**src/rtl/repetition_monitor.sv**
```systemverilog
// Multi-slot repetition monitor: consecutive, goto and bounded non-consecutive.
// Each attempt yields one registered pass or fail pulse; failures saturate a counter.
package repetition_monitor_pkg;
    typedef enum logic [1:0] {CONSECUTIVE, GOTO, NONCONSECUTIVE} rep_kind_e;
endpackage

module repetition_monitor
    import repetition_monitor_pkg::*;
#(
    parameter rep_kind_e REPETITION_KIND = CONSECUTIVE,
    parameter int REP_COUNT  = 5,
    parameter int MAX_WINDOW = 16,
    parameter int NUM_SLOTS  = 4,
    parameter int CNT_W      = 8
) (
    input  logic                 clk,
    input  logic                 rst_n,
    input  logic                 start,
    input  logic                 busy,
    output logic [NUM_SLOTS-1:0] pass_vec,
    output logic [NUM_SLOTS-1:0] fail_vec,
    output logic [CNT_W-1:0]     err_count,
    output logic [NUM_SLOTS-1:0] active,
    output logic                 ovf
);
    typedef enum logic {IDLE, RUN} slot_state_e;

    localparam logic [4:0]     N5      = 5'(REP_COUNT);
    localparam logic [4:0]     N5P1    = 5'(REP_COUNT + 1);
    localparam logic [8:0]     W9      = 9'(MAX_WINDOW);
    localparam logic [CNT_W:0] CNT_MAX = {1'b0, {CNT_W{1'b1}}};

    slot_state_e state [NUM_SLOTS];
    logic [3:0]  hits  [NUM_SLOTS];
    logic [7:0]  win   [NUM_SLOTS];
    logic [4:0]  hit_n [NUM_SLOTS];
    logic [8:0]  win_n [NUM_SLOTS];

    logic [NUM_SLOTS-1:0] run;
    logic [NUM_SLOTS-1:0] grant;
    logic [NUM_SLOTS-1:0] dec_pass;
    logic [NUM_SLOTS-1:0] dec_fail;
    logic [CNT_W:0]       err_sum;
    logic [CNT_W-1:0]     err_next;

    always_comb begin
        run      = '0;
        grant    = '0;
        dec_pass = '0;
        dec_fail = '0;
        for (int i = 0; i < NUM_SLOTS; i++) begin
            run[i]   = (state[i] == RUN);
            hit_n[i] = {1'b0, hits[i]} + 5'(busy);
            win_n[i] = {1'b0, win[i]} + 9'd1;
        end
        // Walk downwards so the lowest idle slot wins.
        for (int i = NUM_SLOTS - 1; i >= 0; i--) begin
            if (!run[i]) begin
                grant    = '0;
                grant[i] = 1'b1;
            end
        end
        for (int i = 0; i < NUM_SLOTS; i++) begin
            if (run[i]) begin
                unique case (REPETITION_KIND)
                    CONSECUTIVE: begin
                        if (!busy)
                            dec_fail[i] = 1'b1;
                        else if (hit_n[i] == N5)
                            dec_pass[i] = 1'b1;
                    end
                    GOTO: begin
                        if (hit_n[i] == N5)
                            dec_pass[i] = 1'b1;
                        else if (win_n[i] == W9)
                            dec_fail[i] = 1'b1;
                    end
                    default: begin
                        if (hit_n[i] == N5P1)
                            dec_fail[i] = 1'b1;
                        else if (win_n[i] == W9) begin
                            dec_pass[i] = (hit_n[i] == N5);
                            dec_fail[i] = (hit_n[i] != N5);
                        end
                    end
                endcase
            end
        end
    end

    always_comb begin
        err_sum = {1'b0, err_count};
        for (int i = 0; i < NUM_SLOTS; i++)
            err_sum = err_sum + (CNT_W+1)'(dec_fail[i]);
        err_next = (err_sum > CNT_MAX) ? CNT_MAX[CNT_W-1:0]
                                       : err_sum[CNT_W-1:0];
    end

    always_ff @(posedge clk or negedge rst_n) begin
        if (!rst_n) begin
            for (int i = 0; i < NUM_SLOTS; i++) begin
                state[i] <= IDLE;
                hits[i]  <= '0;
                win[i]   <= '0;
            end
            pass_vec  <= '0;
            fail_vec  <= '0;
            err_count <= '0;
            ovf       <= 1'b0;
        end else begin
            pass_vec  <= dec_pass;
            fail_vec  <= dec_fail;
            err_count <= err_next;
            if (start && grant == '0)
                ovf <= 1'b1;
            for (int i = 0; i < NUM_SLOTS; i++) begin
                if (start && grant[i]) begin
                    state[i] <= RUN;
                    hits[i]  <= '0;
                    win[i]   <= '0;
                end else if (run[i]) begin
                    if (dec_pass[i] || dec_fail[i])
                        state[i] <= IDLE;
                    hits[i] <= hit_n[i][3:0];
                    win[i]  <= win_n[i][7:0];
                end
            end
        end
    end

    assign active = run;

`ifndef SYNTHESIS
    cov_pass: cover property (@(posedge clk) disable iff (!rst_n) |pass_vec);
`ifdef REPETITION_MONITOR_SVA
    generate
        if (REPETITION_KIND == CONSECUTIVE) begin : g_sva_c
            a_rep: assert property (@(posedge clk) disable iff (!rst_n)
                start |=> busy[*REP_COUNT]);
        end else if (REPETITION_KIND == GOTO) begin : g_sva_g
            a_rep: assert property (@(posedge clk) disable iff (!rst_n)
                start |=> (busy[->REP_COUNT] intersect 1'b1[*1:MAX_WINDOW]));
        end else begin : g_sva_n
            a_rep: assert property (@(posedge clk) disable iff (!rst_n)
                start |=> (busy[=REP_COUNT] intersect 1'b1[*MAX_WINDOW]));
        end
    endgenerate
`endif
`endif
endmodule

```
**config.mk**
```make
export PLATFORM = sky130hd
export DESIGN_NAME = repetition_monitor
export DESIGN_NICKNAME = d
export VERILOG_FILES = /design/src/rtl/repetition_monitor.sv
export SDC_FILE = /design/constraint.sdc
export NUM_CORES = 1
export LEC_CHECK = 0
export CAP_MARGIN = 10
export CORE_MARGIN = 4
export CORE_UTILIZATION = 48
export CTS_CLUSTER_DIAMETER = 100
export DETAILED_ROUTE_END_ITERATION = 8
export GPL_TIMING_DRIVEN = 0
export HOLD_SLACK_MARGIN = 0.02
export PLACE_DENSITY = 0.74
export RECOVER_POWER = 100
export SYNTH_ARGS = -nofsm -noshare
export SYNTH_HDL_FRONTEND = slang
export SYNTH_SLANG_ARGS = --single-unit
```
**constraint.sdc**
```tcl
create_clock -name clk -period 2.4 [get_ports clk]
set_clock_uncertainty 0.15 [all_clocks]
set_input_delay 0.48 -clock clk [delete_from_list [all_inputs] [get_ports clk]]
set_output_delay 0.48 -clock clk [all_outputs]
set_load 0.02 [all_outputs]
```
Word-level counts from Yosys, hierarchy flattened
Cells that the tools add are included.

Memories kept: 0. Register bits: 37. RAM bits: 0. Bits in latches: 0. Bits in read-only memories: 0.

$lt $le $gt $ge: 1. Shift operators: 0. Mux-type cells: 42. Reductions and logical operators: 14. Add/sub/neg operators: 8. Equal/unequal tests: 4. Bitwise gates (word level): 0. Divide/modulo/power cells: 0. $mul: 0.

Operator list (count): 4-bit two-way mux (12); 1-bit two-way mux (29); 9-bit by 1-bit adder with 9-bit output (3); 4-bit by 1-bit adder with 5-bit output (4); 5-bit by 3-bit == test with 1-bit output (second input constant) (4); 8-bit by 1-bit adder with 9-bit output (1); 9-bit by 8-bit > comparator with 1-bit output (second input constant) (1); 8-bit two-way mux (1); 2-bit nonzero test (4); 1-bit logical AND (5); 4-bit logical NOT (1); 1-bit logical OR (4).

Longest topological paths before layout
Gate-level depths: netlist of the first run.

Depth in word-level cells: 9. Gate-level depth with buffers: 12. Gate-level depth less buffers: 11.

Worst setup path before layout of the first run
No wires, ideal clock.

Path type: register to register. Start point: register state (netlist bit active[0]). End point: register err_count[6]. Period minus slack after synthesis: 2.588 ns. Required time: 2.168 ns. Stages on the path, launching flop included: 13. Arrival: 2.356 ns. Setup slack: -0.188 ns. Cells stage by stage: dfrtp_1 buf_4 nor2b_1 xor2_1 ha_1 inv_1 fa_1 inv_1 fa_1 nand2_1 nor2_1 a21oi_1 a31oi_1.

Word-level cells in the longest chain between the ends: 7.

RTL lines: start: declaration (RTL line 33) `slot_state_e state [NUM_SLOTS];`; start signal: indexed assignment (RTL line 102) `state[i] <= IDLE;`; start signal: indexed assignment (RTL line 118) `state[i] <= RUN;`; start signal: indexed assignment (RTL line 123) `state[i] <= IDLE;`; 1-bit two-way mux * (RTL line 64) `if (run[i]) begin`; via dec_fail[0] (RTL line 42) `logic [NUM_SLOTS-1:0] dec_fail;`; 8-bit by 1-bit adder with 9-bit output * (RTL line 94) `err_sum = err_sum + (CNT_W+1)'(dec_fail[i]);`; 9-bit by 1-bit adder with 9-bit output * (3 in a row) (RTL line 94); 9-bit by 8-bit > comparator with 1-bit output (RTL line 95) `err_next = (err_sum > CNT_MAX) ? CNT_MAX[CNT_W-1:0]`; 8-bit two-way mux * (RTL line 95); via err_next[6] (RTL line 44) `logic [CNT_W-1:0] err_next;`; end signal: assignment (RTL line 113) `err_count <= err_next;`; end: declaration (RTL line 22) `output logic [CNT_W-1:0] err_count,`.

Mark *: on every way through the listed nets, which the timed path passes. The rest lies on a longest branch. A chain may end at the register's enable or synchronous reset.

Final worst setup path of the first run
Ends and elaborated chain as after synthesis.

==> metrics.txt, run 1 <==
# TYPE chip_impl_metric gauge
chip_impl_metric{name="design.final.nets",unit=""} 210
chip_impl_metric{name="power.combinational.fraction",unit="%"} 42.1
chip_impl_metric{name="switching_share",unit="%"} 37.2
chip_impl_metric{name="cts_buffers",unit=""} 5
chip_impl_info{name="worst_r2r_startpoint",value="active[0]$_DFF_PN0_"} 1
chip_impl_info{name="cts_root_buf",value="clkbuf_8"} 1
chip_impl_metric{name="antenna_found_initial",unit=""} 0
chip_impl_metric{name="ys_warn_count",unit=""} 0
chip_impl_metric{name="p_seq_share",unit="%"} 37.8
chip_impl_info{name="yosys.cell_count.top_type",value="dfrtp_1"} 1
chip_impl_metric{name="power-per-cell-area",unit="nW/µm²"} 1220
chip_impl_metric{name="initial_core_utilization",unit="%"} 50.9
chip_impl_metric{name="post-route-drc-count",unit=""} 0
chip_impl_info{name="top_signal_layer_used",value="met4"} 1
chip_impl_metric{name="critPathRequiredTime",unit="ps"} 2450
chip_impl_metric{name="cts.clk_slew.worst_paths",unit="ps"} 70
chip_impl_metric{name="clock-sinks",unit=""} 37
chip_impl_metric{name="die-width",unit="µm"} 68.4
chip_impl_info{name="ys_top_cells_by_area",value="dfrtp_1 (53%), ha_1 (7.1%), nand2_1 (5.1%)"} 1
chip_impl_metric{name="worst_ir_drop_vdd",unit="µV"} 593
chip_impl_metric{name="detailed_route_wire_length_on_metal_1",unit="µm"} 1600
chip_impl_metric{name="final.min_clock_period",unit="ps"} 2310
chip_impl_metric{name="hold_violations",unit=""} 0
chip_impl_info{name="outcome",value="finished, final reports clean"} 1
chip_impl_metric{name="global_route_wire_length_before_repair",unit="µm"} 5450
chip_impl_metric{name="clockPowerShare",unit="%"} 20.1
chip_impl_info{name="timing.critical_path.max_delay_family",value="adder cells"} 1
chip_impl_metric{name="drt_pre_antenna_iters",unit=""} 4
chip_impl_info{name="worstHoldPathType",value="input port to async pin"} 1
chip_impl_metric{name="detail-route-antenna-nets",unit=""} 0
chip_impl_metric{name="postLayoutCellArea",unit="µm²"} 2230
chip_impl_metric{name="timing.final.max_slew_violations",unit=""} 0
chip_impl_metric{name="diodes",unit=""} 0
chip_impl_metric{name="route.final.wire_length",unit="µm"} 3250
chip_impl_metric{name="grt.overflow.total",unit=""} 0
chip_impl_metric{name="number_of_global_route_vias_before_repair",unit=""} 1218
chip_impl_metric{name="synthCells",unit=""} 159
chip_impl_metric{name="detailed_place_hpwl",unit="µm"} 2280
chip_impl_info{name="path_cells",value="nor2b_4 -> xor2_1 -> ha_1 -> inv_2 -> fa_2 -> inv_2 -> fa_2 -> nand2_4 -> nor2_4 -> a21oi_2 -> a31oi_1"} 1
chip_impl_info{name="tritoncts_clock_tree",value="yes"} 1
chip_impl_metric{name="worst_pin_slew",unit="ps"} 797
chip_impl_metric{name="nets_in_the_synthesized_netlist",unit=""} 175
chip_impl_metric{name="die_area",unit="µm²"} 4680
chip_impl_metric{name="port_buffers",unit=""} 24
chip_impl_info{name="synth_common_cells",value="dfrtp_1 (37), nand2_1 (24), ha_1 (10), nor2_1 (10)"} 1
chip_impl_metric{name="routed-wl-met3",unit="µm"} 154
chip_impl_metric{name="avgSynthCellArea",unit="µm²"} 11.0
chip_impl_metric{name="synth-edff-count",unit=""} 0
chip_impl_metric{name="num_rows",unit=""} 21
chip_impl_metric{name="io_pins",unit=""} 25
chip_impl_metric{name="yosys.cell_types.count",unit=""} 33
chip_impl_metric{name="routed-wl-met2",unit="µm"} 1460
chip_impl_info{name="yosysTopAreaCell",value="dfrtp_1"} 1
chip_impl_metric{name="async_flop_share",unit="%"} 100
chip_impl_metric{name="detailed_place.area",unit="µm²"} 2070
chip_impl_info{name="worst_setup_path_end_kind",value="flip-flop"} 1
chip_impl_metric{name="critPathArrivalTime",unit="ps"} 2370
chip_impl_metric{name="worstSkewPairLatency",unit="ps"} 280
chip_impl_metric{name="proportion_of_synthesized_chip_area_in_sequential_cells",unit="%"} 52.8
chip_impl_metric{name="worst-path-buf-inv",unit=""} 2
chip_impl_info{name="worst-setup-path-type",value="flip-flop to flip-flop"} 1
chip_impl_info{name="ys_dominant_reg_cell",value="dfrtp_1"} 1
chip_impl_metric{name="clock_tree.htree_level_count",unit=""} 2
chip_impl_metric{name="ctsLongestPathBuffers",unit=""} 2
chip_impl_metric{name="synth_area",unit="µm²"} 1750
chip_impl_metric{name="avgRoutedWirePerCell",unit="µm"} 13.5
chip_impl_metric{name="power_report.internal_total",unit="W"} 0.00171
chip_impl_info{name="start_kind",value="flip-flop"} 1
chip_impl_metric{name="vias",unit=""} 1247
chip_impl_info{name="timing.critical_path.slowest_stage_cell",value="dfrtp_2"} 1
chip_impl_metric{name="finalCritPeriodShare",unit="%"} 96.4
chip_impl_metric{name="timing.final.setup_violations",unit=""} 0
chip_impl_metric{name="place_congestion",unit=""} 0.745
chip_impl_metric{name="grt_start_max_net_pins",unit=""} 38
chip_impl_metric{name="core_area",unit="µm²"} 3440
chip_impl_info{name="rsz_0062_raised_after_global_routing",value="yes"} 1
chip_impl_metric{name="maxClockFrequency",unit="MHz"} 432
chip_impl_metric{name="synthDominantCellAreaShare",unit="%"} 52.8
chip_impl_metric{name="grt_usage",unit="%"} 15.7
chip_impl_metric{name="yosys_register_bits",unit=""} 37
chip_impl_info{name="timing.critical_path.from",value="active[0]$_DFF_PN0_"} 1
chip_impl_metric{name="detail_route.vias_per_cell",unit=""} 5.17
chip_impl_metric{name="area.growth.synth_to_final",unit="%"} 27.5
chip_impl_metric{name="initialDrtViolationCount",unit=""} 37
chip_impl_metric{name="p_sw",unit="W"} 0.00101
chip_impl_metric{name="max-cap-violations",unit=""} 0
chip_impl_metric{name="timing.critical_path.fanout_max",unit=""} 6
chip_impl_metric{name="die_h",unit="µm"} 68.4
chip_impl_metric{name="cellLeakagePower",unit="nW"} 1.03
chip_impl_metric{name="final_layout_size_suffix_gt1_share",unit="%"} 20.0
chip_impl_metric{name="report.power.total",unit="W"} 0.00272
chip_impl_metric{name="max-slew-margin-rel",unit="%"} 46.9
chip_impl_metric{name="cpPeakStageDelay",unit="ps"} 440
-- kinds of logic (layout without fill, tap and decap cells) --
kind of cell | Yosys count | in the layout | share of synthesized area, %
multiplexers | 1 | 1 | 0.571
flip-flops | 37 | 37 | 52.8
adder cells (fa/ha/maj) | 12 | 12 | 9.42
buffers and inverters | 10 | 46 | 2.50
AND/OR/NAND/NOR | 62 | 62 | 18.7
AO/OA/AOI/OAI | 26 | 26 | 10.5
XOR/XNOR | 11 | 11 | 5.50
-- flip-flops by register name, summed over array words and instances (netlist names) --
| register | count |
|---|---|
| hits | 16 |
| err_count | 8 |
| active | 4 |
| fail_vec | 4 |
| pass_vec | 4 |
| ovf | 1 |
-- layout by cell type (no fill, tap or decap), types with 2 or more instances in the layout --
cell and instances:
fa_2 2, o21ai_0 8, dfrtp_1 35, nand2b_1 3
buf_2 4, nand2_1 23, clkbuf_8 6, inv_1 5
a31oi_1 2, ha_1 10, a22o_1 6, nor4_2 3
nand3_1 3, clkdlybuf4s50_1 22, a21oi_1 2, nor3_1 4
dfrtp_2 2, and2_1 3, xor2_1 3, nand3_2 2
xnor2_1 8, nor2_1 9, nor2b_1 3, buf_4 5
inv_2 2
-- through the flow --
stage | setup TNS [ps] | hold WS, ps | setup slack, ps | cells | util, %
final | 0 | 131 | 85.5 | 241 | 64.9
after global routing | -64.1 | 205 | -27.7 | 241 | 64.9
after CTS | 0 | 158 | 20.5 | 237 | 63.5
after detailed placement | -7430 | 311 | -837 | 229 | 60.2
after global placement | -11490 | 303 | -784 | 229 | 60.4
after floorplan | -27.8 | 34.4 | -26.5 | 159 | -
-- worst reg2reg max path, stage by stage, from the launching register on --
cell	delay (ps)
dfrtp_2	440
nor2b_4	140
xor2_1	150
ha_1	290
inv_2	40
fa_2	340
inv_2	60
fa_2	230
nand2_4	70
nor2_4	120
a21oi_2	60
a31oi_1	140
-- worst paths after layout --
check,endpoint,slack [ps],cells after the start
max,err_count[6]$_DFF_PN0_,90,11
min,pass_vec[1]$_DFF_PN0_,130,1
max reg2reg,err_count[6]$_DFF_PN0_,90,11
min reg2reg,ovf$_DFFE_PN0P_,320,1
max in group asynchronous,active[0]$_DFF_PN0_,1430,1
min in group clk,ovf$_DFFE_PN0P_,320,1
-- routing by layer --
metal / GRT usage (%) / vias up
li1: - / 610
met1: 22.0 / 608
met2: 22.8 / 27
met3: 4.76 / 2
met4: 5.71 / 0
met5: 0 / -
-- final cells by class --
cell class,count,area [µm²]
well taps,46,57.6
multi-input cells,112,828
clock inverters,1,30.0
clock buffers,7,86.3
fillers,269,1210
flip-flops and latches,37,928
plain buffers,2,10.0
inverters,7,26.3
repair buffers,29,268
-- power by group through the flow --
| stage | registers (W) | logic, W | clock network, W |
|---|---|---|---|
| 6_report | 0.00103 | 0.00115 | 0.000547 |
| 5_1_grt | 0.00106 | 0.00126 | 0.000580 |
| 4_1_cts | 0.00103 | 0.00108 | 0.000558 |
| 3_5_place_dp | 0.00102 | 0.00110 | 0 |
| 3_3_place_gp | 0.00101 | 0.00106 | 0 |
| 2_1_floorplan | 0.00113 | 0.000590 | 0 |
-- what timing repair did --
item | CTS | global route
pin swaps | 4 | 1
hold buffers | 0 | 0
setup buffers | 1 | 4
resized for setup | 6 | 6
setup endpoints to repair | 8 | 8
Power figures use the tool's default switching activity.
==> inputs of run 2 (changes only) <==
- ABC_AREA: unset -> 1
- CORE_UTILIZATION: 48 -> 49
- PLACE_DENSITY: 0.74 -> 0.75
==> run 2 against run 1 <==
Area after synthesis grew 9.6%. Global-route usage shrank 0.18 points. Core utilization shrank 1.7 points. Synthesized cell count grew 46%. Non-clock buffer count shrank 3. Via count grew 21%. Combinational power shrank 33%. Sequential power shrank 11%. Final cell count grew 30%. Register-to-register slack is essentially flat. Total power shrank 23%. Clock-buffer cell count grew 1. Critical path type unchanged. Largest power group is now sequential cells.
==> metrics.txt, run 2 <==
# TYPE chip_impl_metric gauge
chip_impl_metric{name="diodes",unit=""} 0
chip_impl_info{name="cts_root_buf",value="clkbuf_8"} 1
chip_impl_metric{name="final.min_clock_period",unit="ps"} 2300
chip_impl_info{name="start_kind",value="flip-flop"} 1
chip_impl_info{name="outcome",value="finished, final reports clean"} 1
chip_impl_metric{name="post-place-ws",unit="ps"} -903
chip_impl_metric{name="number_of_global_route_vias_before_repair",unit=""} 1470
chip_impl_info{name="final_cell_mix",value="nand2_1 (70), inv_1 (37), dfrtp_1 (36), nand3_1 (17), nor2_1 (15)"} 1
chip_impl_metric{name="die_area",unit="µm²"} 4990
chip_impl_metric{name="area.growth.synth_to_final",unit="%"} 22.3
chip_impl_metric{name="routed-wl-met3",unit="µm"} 151
chip_impl_info{name="worst-setup-path-type",value="flip-flop to flip-flop"} 1
chip_impl_metric{name="clock_tree.htree_level_count",unit=""} 2
chip_impl_info{name="top_register",value="hits"} 1
chip_impl_metric{name="port_buffers",unit=""} 24
chip_impl_metric{name="ys_warn_count",unit=""} 0
chip_impl_metric{name="worstSkewPairLatency",unit="ps"} 280
chip_impl_info{name="worstHoldPathType",value="input port to async pin"} 1
chip_impl_metric{name="worst_pin_slew",unit="ps"} 906
chip_impl_metric{name="timing.final.ws_setup",unit="ps"} 98.9
chip_impl_info{name="yosys.cell_count.top_type",value="nand2_1"} 1
chip_impl_metric{name="detail-route-antenna-nets",unit=""} 0
chip_impl_metric{name="worst_ir_drop_vdd",unit="µV"} 586
chip_impl_metric{name="detailed_route_wire_length_on_metal_1",unit="µm"} 1720
chip_impl_metric{name="avgSynthCellArea",unit="µm²"} 8.28
chip_impl_metric{name="detailed_place_hpwl",unit="µm"} 2520
chip_impl_metric{name="antenna_found_initial",unit=""} 0
chip_impl_metric{name="post_route_setup_tns",unit="ps"} 0
chip_impl_metric{name="finish.utilization",unit="%"} 63.3
chip_impl_metric{name="final_layout_size_suffix_gt1_share",unit="%"} 12.5
chip_impl_metric{name="max-cap-violations",unit=""} 0
chip_impl_info{name="rsz_0062_raised_after_global_routing",value="yes"} 1
chip_impl_metric{name="io_pins",unit=""} 25
chip_impl_metric{name="die_h",unit="µm"} 70.6
chip_impl_metric{name="grt_usage",unit="%"} 15.5
chip_impl_info{name="layout_commonest_cell",value="nand2_1"} 1
chip_impl_metric{name="nets_in_the_synthesized_netlist",unit=""} 248
chip_impl_metric{name="yosys.cell_types.count",unit=""} 26
chip_impl_metric{name="yosys_register_bits",unit=""} 37
chip_impl_metric{name="synth-edff-count",unit=""} 0
chip_impl_metric{name="async_flop_share",unit="%"} 100
chip_impl_metric{name="critPathRequiredTime",unit="ps"} 2470
chip_impl_info{name="timing.critical_path.from",value="active[0]$_DFF_PN0_"} 1
chip_impl_info{name="worst_r2r_startpoint",value="active[0]$_DFF_PN0_"} 1
chip_impl_metric{name="core_area",unit="µm²"} 3720
chip_impl_metric{name="synth_area",unit="µm²"} 1920
chip_impl_metric{name="global_route_wire_length_before_repair",unit="µm"} 6250
chip_impl_metric{name="largest_register_ffs",unit=""} 16
chip_impl_info{name="ys_dominant_reg_cell",value="dfrtp_1"} 1
chip_impl_metric{name="design.final.nets",unit=""} 280
chip_impl_metric{name="hold_violations",unit=""} 0
chip_impl_metric{name="initialDrtViolationCount",unit=""} 79
chip_impl_info{name="tritoncts_clock_tree",value="yes"} 1
chip_impl_metric{name="routed-wl-met2",unit="µm"} 1610
chip_impl_metric{name="maxClockFrequency",unit="MHz"} 435
chip_impl_metric{name="route.final.wire_length",unit="µm"} 3540
chip_impl_metric{name="place.detailed.instances",unit=""} 304
chip_impl_metric{name="clock-sinks",unit=""} 37
chip_impl_metric{name="vias",unit=""} 1507
chip_impl_metric{name="timing.final.max_slew_violations",unit=""} 0
chip_impl_info{name="reg_top3",value="hits: 16 flops, err_count: 8 flops"} 1
chip_impl_info{name="top_signal_layer_used",value="met4"} 1
chip_impl_info{name="worst_setup_path_end_kind",value="flip-flop"} 1
chip_impl_metric{name="cellLeakagePower",unit="nW"} 1.30
chip_impl_metric{name="finish.cell_count_without_fillers",unit=""} 313
chip_impl_metric{name="power-per-cell-area",unit="nW/µm²"} 892
chip_impl_info{name="synth_common_cells",value="nand2_1 (71), inv_1 (41), dfrtp_1 (37)"} 1
chip_impl_metric{name="report.power.total",unit="W"} 0.00210
chip_impl_metric{name="timing.final.setup_violations",unit=""} 0
chip_impl_metric{name="post-route-drc-count",unit=""} 0
chip_impl_metric{name="max-slew-margin-rel",unit="%"} 39.6
chip_impl_metric{name="timing.critical_path.fanout_max",unit=""} 3
chip_impl_metric{name="place_congestion",unit=""} 0.775
chip_impl_metric{name="proportion_of_synthesized_chip_area_in_sequential_cells",unit="%"} 48.2
chip_impl_metric{name="num_rows",unit=""} 22
chip_impl_metric{name="synthCells",unit=""} 232
chip_impl_metric{name="grt.overflow.total",unit=""} 0
chip_impl_metric{name="die-width",unit="µm"} 70.6
chip_impl_metric{name="synthDominantCellAreaShare",unit="%"} 48.2
chip_impl_metric{name="cts_buffers",unit=""} 5
chip_impl_metric{name="avgRoutedWirePerCell",unit="µm"} 11.3
chip_impl_info{name="yosysTopAreaCell",value="dfrtp_1"} 1
chip_impl_metric{name="grt_start_max_net_pins",unit=""} 38
chip_impl_metric{name="drt_pre_antenna_iters",unit=""} 4
chip_impl_metric{name="cts.clk_slew.worst_paths",unit="ps"} 70
chip_impl_metric{name="finalCritPeriodShare",unit="%"} 95.9
chip_impl_metric{name="critPathArrivalTime",unit="ps"} 2370
chip_impl_metric{name="detail_route.vias_per_cell",unit=""} 4.81
chip_impl_metric{name="initial_core_utilization",unit="%"} 51.7
chip_impl_info{name="ys_top_cells_by_area",value="dfrtp_1 (48%), nand2_1 (14%), inv_1 (8.0%)"} 1
chip_impl_metric{name="ctsLongestPathBuffers",unit=""} 2
-- run 2: changes by cell type in the layout (fill, tap and decap cells not counted), moves of 5 or more --
| cell | change |
|---|---|
| nand2_1 | +47 |
| inv_1 | +32 |
| clkdlybuf4s50_1 | -14 |
| dlygate4sd3_1 | +14 |
| nand3_1 | +14 |
| xnor2_1 | -8 |
| nor2_1 | +6 |
| a22o_1 | -5 |
| o22ai_1 | +5 |
-- run 2: critical path: stages, from the launching register on --
cell and delay, ps:
dfrtp_2 410, nand2_2 70, xor2_1 140, inv_1 80, ha_4 260, inv_2 30
fa_2 330, inv_2 80, fa_2 230, nand2_4 80, inv_4 80, nand2_4 50
o21bai_1 140, nand2_1 60, nand2_1 60
-- run 2: stage by stage --
stage | cell area [µm²] | hold slack (ps)
2_1_floorplan | 1950 | 34.4
3_3_place_gp | 2250 | 311
3_5_place_dp | 2250 | 319
4_1_cts | 2320 | 160
5_1_grt | 2350 | 248
6_report | 2350 | 163
-- run 2: layout make-up --
cell class	instances	area [µm²]
inverter	44	174
buffer	1	7.51
clock buffer	8	80.1
tap	48	60.1
fill	324	1370
sequential	37	927
multi-input combinational	148	843
timing repair buffer	27	259
-- run 2: power breakdown --
part | leakage [nW] | internal, W | switching [W]
Combinational | 0.777 | 0.000329 | 0.000440
Clock | 0.0395 | 0.000206 | 0.000202
Sequential | 0.487 | 0.000772 | 0.000148
-- run 2: path summary, 6_finish.rpt --
| path | endpoint | slack, ps | cells after the start |
|---|---|---|---|
| max | err_count[6]$_DFF_PN0_ | 100 | 14 |
| min | hits[10]$_DFFE_PN0P_ | 160 | 1 |
| max reg2reg | err_count[6]$_DFF_PN0_ | 100 | 14 |
| min reg2reg | ovf$_DFFE_PN0P_ | 320 | 1 |
| max in group asynchronous | active[0]$_DFF_PN0_ | 1320 | 1 |
| min in group clk | fail_vec[2]$_DFF_PN0_ | 300 | 2 |
-- run 2: per-layer routing --
metal / vias up / global-route usage (%)
li1: 786 / -
met1: 684 / 19.5
met2: 30 / 25.4
met3: 7 / 4.97
met4: 0 / 5.22
met5: - / 0
-- run 2: cell families (layout without fill, tap and decap cells) --
family	Yosys count	count (layout)	synth area share [%]
xor+xnor	1	1	0.456
fa+ha+maj	12	12	8.59
buf+inv	47	80	9.96
compound gates	18	18	5.79
simple gates	117	117	27.0
flops	37	37	48.2
-- run 2: what timing repair did --
item	in CTS	in global routing
pin swaps	3	7
gates resized for setup	9	8
hold buffers	0	0
setup buffers	2	1
endpoints found under the setup margin	8	8
